### src/rtl/da_fir_engine.sv
`default_nettype none
// ============================================================================
// Module   : da_fir_engine
// Brief    : Bit-serial distributed-arithmetic FIR. Each accepted sample is
//            processed MSB first over DATA_W cycles. The coefficient
//            partial-sum LUT is fixed at elaboration.
//            Optional macro DA_FIR_SAT_EN saturates DOUT instead of wrapping.
// Revision : 1.0 - initial release
// ============================================================================
module da_fir_engine #(
  parameter int          DATA_W = 8,
  parameter int          TAPS   = 4,
  parameter int          COEF_W = 8,
  parameter int unsigned C0     = 2,
  parameter int unsigned C1     = 4,
  parameter int unsigned C2     = 4,
  parameter int unsigned C3     = 2,
  parameter int          OUT_W  = 18
) (
  input  logic              CLK,
  input  logic              RESET,
  input  logic [DATA_W-1:0] DIN,
  input  logic              DIN_VALID,
  output logic              DIN_READY,
  output logic [OUT_W-1:0]  DOUT,
  output logic              DOUT_VALID,
  output logic              BUSY
);

  localparam int c_lut_w = COEF_W + 2;
  localparam int c_lut_n = 1 << TAPS;
  localparam int c_acc_w = DATA_W + COEF_W + 2;
  localparam int c_cnt_w = $clog2(DATA_W);

  localparam logic [1:0] c_st_idle  = 2'd0;
  localparam logic [1:0] c_st_accum = 2'd1;
  localparam logic [1:0] c_st_done  = 2'd2;

  logic [1:0]         r_state;
  logic [1:0]         w_state_nxt;
  logic [DATA_W-1:0]  r_x [TAPS];
  logic [c_acc_w-1:0] r_acc;
  logic [c_cnt_w-1:0] r_bit_cnt;
  logic [OUT_W-1:0]   r_dout;
  logic               r_dout_valid;

  logic [c_lut_w-1:0] w_lut [c_lut_n];
  logic [TAPS-1:0]    w_addr;
  logic [c_cnt_w-1:0] w_bit_sel;
  logic               w_last_bit;
  logic [OUT_W-1:0]   w_dout_nxt;

  // Entry a holds the sum of every coefficient whose tap bit is set in a.
  function automatic logic [c_lut_w-1:0] lut_entry(input int unsigned a);
    int unsigned s;
    s = 0;
    if (a[0]) s += C0;
    if (a[1]) s += C1;
    if (TAPS > 2 && a[2]) s += C2;
    if (TAPS > 3 && a[3]) s += C3;
    return s[c_lut_w-1:0];
  endfunction

  for (genvar a = 0; a < c_lut_n; a++) begin : g_lut
    assign w_lut[a] = lut_entry(a);
  end

  assign w_bit_sel  = c_cnt_w'(DATA_W - 1) - r_bit_cnt;
  assign w_last_bit = (r_bit_cnt == c_cnt_w'(DATA_W - 1));

  for (genvar k = 0; k < TAPS; k++) begin : g_addr
    assign w_addr[k] = r_x[k][w_bit_sel];
  end

`ifdef DA_FIR_SAT_EN
  localparam int c_ext_w = (OUT_W > c_acc_w) ? OUT_W : c_acc_w;
  logic [c_ext_w-1:0] w_acc_ext;
  logic               w_over;
  assign w_acc_ext  = c_ext_w'(r_acc);
  assign w_over     = (w_acc_ext >> OUT_W) != '0;
  assign w_dout_nxt = w_over ? '1 : w_acc_ext[OUT_W-1:0];
`else
  assign w_dout_nxt = OUT_W'(r_acc);
`endif

  always_ff @(posedge CLK or posedge RESET) begin
    if (RESET) r_state <= c_st_idle;
    else       r_state <= w_state_nxt;
  end

  always_comb begin
    w_state_nxt = r_state;
    case (r_state)
      c_st_idle:  if (DIN_VALID) w_state_nxt = c_st_accum;
      c_st_accum: if (w_last_bit) w_state_nxt = c_st_done;
      c_st_done:  w_state_nxt = c_st_idle;
      default:    w_state_nxt = c_st_idle;
    endcase
  end

  always_comb begin
    DIN_READY = (r_state == c_st_idle);
    BUSY      = (r_state == c_st_accum) || (r_state == c_st_done);
  end

  always_ff @(posedge CLK or posedge RESET) begin
    if (RESET) begin
      for (int k = 0; k < TAPS; k++) r_x[k] <= '0;
      r_acc        <= '0;
      r_bit_cnt    <= '0;
      r_dout       <= '0;
      r_dout_valid <= 1'b0;
    end else begin
      r_dout_valid <= (r_state == c_st_done);
      case (r_state)
        c_st_idle: begin
          if (DIN_VALID) begin
            r_x[0] <= DIN;
            for (int k = 1; k < TAPS; k++) r_x[k] <= r_x[k-1];
            r_acc     <= '0;
            r_bit_cnt <= '0;
          end
        end
        c_st_accum: begin
          r_acc     <= (r_acc << 1) + c_acc_w'(w_lut[w_addr]);
          r_bit_cnt <= r_bit_cnt + 1'b1;
        end
        c_st_done: r_dout <= w_dout_nxt;
        default: ;
      endcase
    end
  end

  assign DOUT       = r_dout;
  assign DOUT_VALID = r_dout_valid;

endmodule
`default_nettype wire

### config.mk
export PLATFORM = sky130hd
export DESIGN_NAME = da_fir_engine
export DESIGN_NICKNAME = d
export VERILOG_FILES = /design/src/rtl/da_fir_engine.sv
export SDC_FILE = /design/constraint.sdc
export NUM_CORES = 1
export LEC_CHECK = 0
export CAP_MARGIN = 20
export CELL_PAD_IN_SITES_DETAIL_PLACEMENT = 0
export CELL_PAD_IN_SITES_GLOBAL_PLACEMENT = 1
export CORE_MARGIN = 3
export CORE_UTILIZATION = 47
export DETAILED_ROUTE_END_ITERATION = 7
export GPL_ROUTABILITY_DRIVEN = 1
export PLACE_DENSITY = 0.86
export SYNTH_ARGS = -nofsm -noshare
export SYNTH_HDL_FRONTEND = slang
export SYNTH_SLANG_ARGS = --single-unit
### constraint.sdc
create_clock -name CLK -period 4.2 [get_ports CLK]
set_input_delay 0.42 -clock CLK [delete_from_list [all_inputs] [get_ports CLK]]
set_output_delay 0.42 -clock CLK [all_outputs]
set_load 0.005 [all_outputs]
Word level (Yosys, flattened, before mapping)
Memories as Yosys holds them, arrays and structs flattened.
Cells that the tools add are included.
{"block": "classes", "eq_ne": 5, "n_reduce_logical": 6, "n_lt_le_gt_ge": 2, "bitwise_logic": 1, "add_sub_neg": 3, "muxes": 17}
{"cell": "$pmux 18 s2", "n": 1}
{"cell": "$mux 10", "n": 2}
{"cell": "$add 18x10->18", "n": 1}
{"cell": "$mux 18", "n": 1}
{"cell": "$bmux 1 s3", "n": 4}
{"cell": "$pmux 3 s2", "n": 1}
{"cell": "$reduce_and 2->1", "n": 3}
{"cell": "$ge 5x5->1 const B", "n": 1}
{"cell": "$not 4->5", "n": 1}
{"cell": "$lt 3x4->1 const B", "n": 1}
{"cell": "$mux 1", "n": 4}
{"cell": "$mux 2", "n": 2}
{"cell": "$ne 2x2->1 const B", "n": 2}
{"cell": "$pmux 2 s2", "n": 1}
{"cell": "$add 3x1->3 const B", "n": 1}
{"cell": "$eq 3x3->1 const B", "n": 1}
{"cell": "$mux 3", "n": 1}
{"cell": "$sub 3x3->3 const A", "n": 1}
{"cell": "$eq 2x1->1 const B", "n": 1}
{"cell": "$eq 2x2->1 const B", "n": 1}
{"cell": "$logic_not 2->1", "n": 1}
{"cell": "$reduce_bool 2->1", "n": 1}
{"cell": "$logic_or 1x1->1", "n": 1}
{"block": "totals", "elab_cells": 44, "rom_bits": 160, "register_bits": 74, "mem_count": 1, "out_inout_bits": 21, "input_bits": 11}
{"name": "(name not given)", "depth": 16, "word_bits": 10, "read_ports": 1, "rd_ports_with_merged_regs": 0, "write_ports": 0, "line_no": "125", "rtl": "r_acc <= (r_acc << 1) + c_acc_w'(w_lut[w_addr]);"}

Logic depth before layout (Yosys ltp)
Gate-level depths: netlist (run 1).
{"block": "logic_depth", "ltp_word": 9, "ltp_mapped": 14, "depth_no_buf": 13}

Worst setup path before layout (run 1)
Ideal clock, no wire load.
{"block": "synth_timing", "path_type": "reg2reg", "from": "register r_bit_cnt[0]", "to": "register r_acc[16]", "slack_ps": 925, "stages_incl_launch_ff": 14, "setup_time_ps": 125, "arrival_time_ps": 3150, "t_required_ps": 4075, "period_less_slack_ps": 3275, "path_buffers": 1, "cell_sequence": "dfrtp_1 -> buf_6 -> mux4_2 -> mux2i_2 -> ha_1 -> xor2_1 -> o21ai_0 -> ha_1 -> inv_1 -> fa_1 -> nand3b_1 -> nor4_1 -> xnor2_1 -> o21ai_1"}
{"block": "synth_between", "elab_chain_len": 9, "elab_cells_between_ends": 15, "cone_classes": "2 x add/sub; 11 x mux; 1 x bitwise; 1 x memory"}
{"item": "start: declaration", "line_no": "43", "rtl": "logic [c_cnt_w-1:0] r_bit_cnt;"}
{"item": "start signal: assignment", "line_no": "126", "rtl": "r_bit_cnt <= r_bit_cnt + 1'b1;"}
{"item": "$sub 3x3->3 (*)", "line_no": "68", "rtl": "assign w_bit_sel = c_cnt_w'(DATA_W - 1) - r_bit_cnt;"}
{"item": "$bmux 1 s3", "line_no": "72", "rtl": "assign w_addr[k] = r_x[k][w_bit_sel];"}
{"item": "$mux 1 (not written as such)", "line_no": "72"}
{"item": "$not 4->5 (not written as such) (*)", "line_no": "125"}
{"item": "$mem_v2 16x10 (*)"}
{"item": "$mux 10 (not written as such) (*) (2 in series)", "line_no": "125"}
{"item": "$add 18x10->18 (*)", "line_no": "125"}
{"item": "$pmux 18 s2 (*)", "line_no": "115", "rtl": "case (r_state)"}
{"item": "end signal: assignment", "line_no": "125"}
{"item": "end: declaration", "line_no": "42", "rtl": "logic [c_acc_w-1:0] r_acc;"}
Every way passes the cells marked *; elsewhere a longest branch is shown, timed or not. The select of a mux whose other input is x is not followed.
A chain may end at the register's enable or synchronous reset.

Worst setup path after layout (run 1)
Ends and elaborated chain as after synthesis.

==> reports/metrics.cfg, run 1 <==
[status]
status=completed

[timing]
relSlewSlack=0.502
finalHoldViolCount=0
finalSetupViolations=0
final.setup.tns_ps=0
fin_crit_sh=0.881
grt_setup_unrepaired=false
timing.hold.ws_ps=504
slew_violations=0
period_needed_ps=3700
fmax_mhz=270
worstMarginPinSlew_ps=748
finClkSkew_ps=6.37

[routing]
ant_nets=0
first_iter_violations=59
routed_wl_um=5730
post_drt_wl_per_cell_um=14.5
vias_per_cell=5.32
vias=2098
first_pass_iters=4
drcViolationCount=0

[worst_hold_path]
hold_path_depth=1
hold_path.startpoint=DOUT[8]
min_to=DOUT[8]
worstHoldPathType=register to register

[yosys]
syn_area_per_cell_um2=12.9
netlist_instances=267
synthFlopType=dfrtp_1
synth-edff-count=0
synth-seq-cells=72
synth.area.top_cells=dfrtp_1 52%, mux2_2 16%, mux4_2 3.9%
synth_fp_nets=289
async_flop_share=1.00
ys_warn_count=0
synth_seq_area_share=0.522
synthesis.area_mm2=0.00345
yosysTopAreaCell=dfrtp_1
ys_types=41
synth_top_area_share=0.522

[placement]
place_inst=380
gp_congestion=0.769
place_hpwl_um=4070
placed_area_mm2=0.00381
placement.io_buffers=30

[cells_and_area]
final_common_cell=dfrtp_1
drive_above_1_share=0.262
mostFrequentLayoutCells=72 x dfrtp_1, 50 x mux2_2, 30 x clkdlybuf4s50_1, 24 x nand2_1
syn2layout_area_growth_pct=16.1
instances_no_fill=394
diodes=0
final_area_mm2=0.00401
layout.nets=317

[clock_network]
clk_latency_ps=340
post_cts_buffers=0
cts_hold_buf=0
cts_buffers=9
cts.reportedPaths.clkPinSlew_ps=70
cts_buffer_depth=2
cts_tree=done
cts_resized=0
clkSinkCount=72
cts_root_buf=clkbuf_8
cts_htree_levels=3

[setup_path]
end_kind=register
cp_data_arrival_time_ps=3910
crit_start=r_bit_cnt[0]
crit_chain=mux4_2 -> mux2i_2 -> ha_1 -> xor2_1 -> o21ai_0 -> ha_1 -> inv_1 -> fa_1 -> nand3b_1 -> nor4_1 -> xnor2_1 -> o21ai_1
startpoint_type=register
r2r_end=r_acc[16]
slowest_delay_ps=620
r2r_setup_slack_ps=500
r2r-start=r_bit_cnt[0]
slowest_stage=dfrtp_1
worstRegToRegCells=12
crit_path_frequent_cell=ha_1
path_max_fanout=11
crit_required_ps=4410
critical_path_class=register to register

[floorplan]
num_io_pins=32
die_y_um=91.7
fp.coreArea_mm2=0.00694
rows=30
die_w_um=91.7
dieArea_mm2=0.00841
start_util=0.497

[pwr]
internal_power_mw=1.95
total_leakage_power_nw=1.75
vdd_drop_max_uv=441
p_seq_frac=0.411
p_sw_mw=1.04
sw_frac_of_total=0.348
power_density_mw_per_mm2=747
power_frac_comb=0.409
p_clk_frac=0.180

[grt]
grt_max_degree=38
grt_antenna_before_repair=0
grt_pass1_vias=2123
grt-ovfl-total=0
grt_use_total=0.156
grt_pass1_wl_um=10300

[flow_run]
maxCapViolations=0

per-layer routing:
layer,wire length [um],GRT usage,part of all wire
met1,2500,0.187,0.44
met2,2920,0.264,0.51
met3,221,0.0492,0.039
met4,88,0.0557,0.015
met5,0,0,0
state kept, by name (all words and copies together), names as in the netlist:
name	flops
r_x	32
r_state	2
DOUT	17
DOUT_VALID	1
r_bit_cnt	3
r_acc	17
through the flow:
| stage | worst slack, ps | power (mW) | utilization |
|---|---|---|---|
| 2_1_floorplan | 925 | 2.16 | - |
| 3_3_place_gp | 619 | 2.43 | 0.549 |
| 3_5_place_dp | 451 | 2.49 | 0.549 |
| 4_1_cts | 451 | 3.04 | 0.577 |
| 5_1_grt | 170 | 3.24 | 0.577 |
| 6_report | 501 | 2.99 | 0.577 |
layout make-up:
cell class | instances | area (um2)
multi-input cells | 166 | 1520
clock inverters | 3 | 42.5
inverters | 13 | 48.8
flip-flops and latches | 72 | 1800
fillers | 573 | 2940
repair buffers | 33 | 323
well taps | 96 | 120
clock buffers | 11 | 151
cell families after synthesis:
kind of cell | Yosys count | share of synthesized area
AO/OA/AOI/OAI | 28 | 0.0504
XOR/XNOR | 12 | 0.0304
adder cells (fa/ha/maj) | 11 | 0.0420
buffers and inverters | 29 | 0.0381
flip-flops | 72 | 0.522
multiplexers | 64 | 0.243
other | 1 | 0.00109
AND/OR/NAND/NOR | 50 | 0.0729
power by group through the flow:
stage / sequential, mW / combinational [mW] / clock (mW)
6_report: 1.23 / 1.22 / 0.539
5_1_grt: 1.28 / 1.38 / 0.584
4_1_cts: 1.24 / 1.25 / 0.560
3_5_place_dp: 1.25 / 1.24 / 0
3_3_place_gp: 1.24 / 1.20 / 0
2_1_floorplan: 1.11 / 1.05 / 0
worst max path at each step:
stage	end	slack [ps]
finish	r_acc[16]	500
global placement	r_acc[16]	620
detailed placement	r_acc[16]	450
global route	r_acc[16]	170
floorplan	r_acc[16]	920
CTS	r_acc[16]	450
synthesized netlist by cell type (2+ instances only):
| cell type | n |
|---|---|
| nor2_1 | 2 |
| mux2i_4 | 2 |
| a22o_1 | 3 |
| a21oi_1 | 4 |
| o21ai_1 | 2 |
| inv_1 | 13 |
| nand3_1 | 5 |
| mux4_1 | 2 |
| nand2_1 | 24 |
| nand4_1 | 4 |
| ha_1 | 10 |
| buf_1 | 3 |
| mux2i_1 | 3 |
| o21ai_0 | 12 |
| mux4_2 | 6 |
| clkbuf_1 | 7 |
| dfrtp_1 | 72 |
| xor2_1 | 7 |
| mux2_2 | 50 |
| xnor2_1 | 5 |
| buf_6 | 2 |
| or4_1 | 3 |
| nand2b_1 | 2 |
| buf_2 | 3 |
| o211ai_1 | 3 |
| nor3_1 | 3 |
critical path, delay by kind of cell (launching register included):
family	cells	cell delay (ps)
multiplexers	2	810
adder cells (fa/ha/maj)	3	890
AND/OR/NAND/NOR	2	590
AO/OA/AOI/OAI	2	290
flip-flops	1	620
buffers and inverters	1	50
XOR/XNOR	2	320
No activity file was read; power rests on OpenSTA's default activity.
==> inputs of run 2 (changes only) <==
==> constraint.sdc (replaced) <==
create_clock -name CLK -period 4.2 [get_ports CLK]
set_input_delay 0.42 -clock CLK [delete_from_list [all_inputs] [get_ports CLK]]
set_output_delay 0.42 -clock CLK [all_outputs]
set_load 0.02 [all_outputs]
==> results of run 2 <==
Same layout as run 1 (identical final DEF). Status: completed.
Main changes from that run: total power 2.99 mW -> 3.05 mW
==> inputs of run 3 (changes only) <==
CTS_CLUSTER_DIAMETER = 30   (was unset)
==> results of run 3 <==
Same layout as run 1 (identical final DEF). Status: completed.
Main changes from that run: total power 2.99 mW -> 3.05 mW
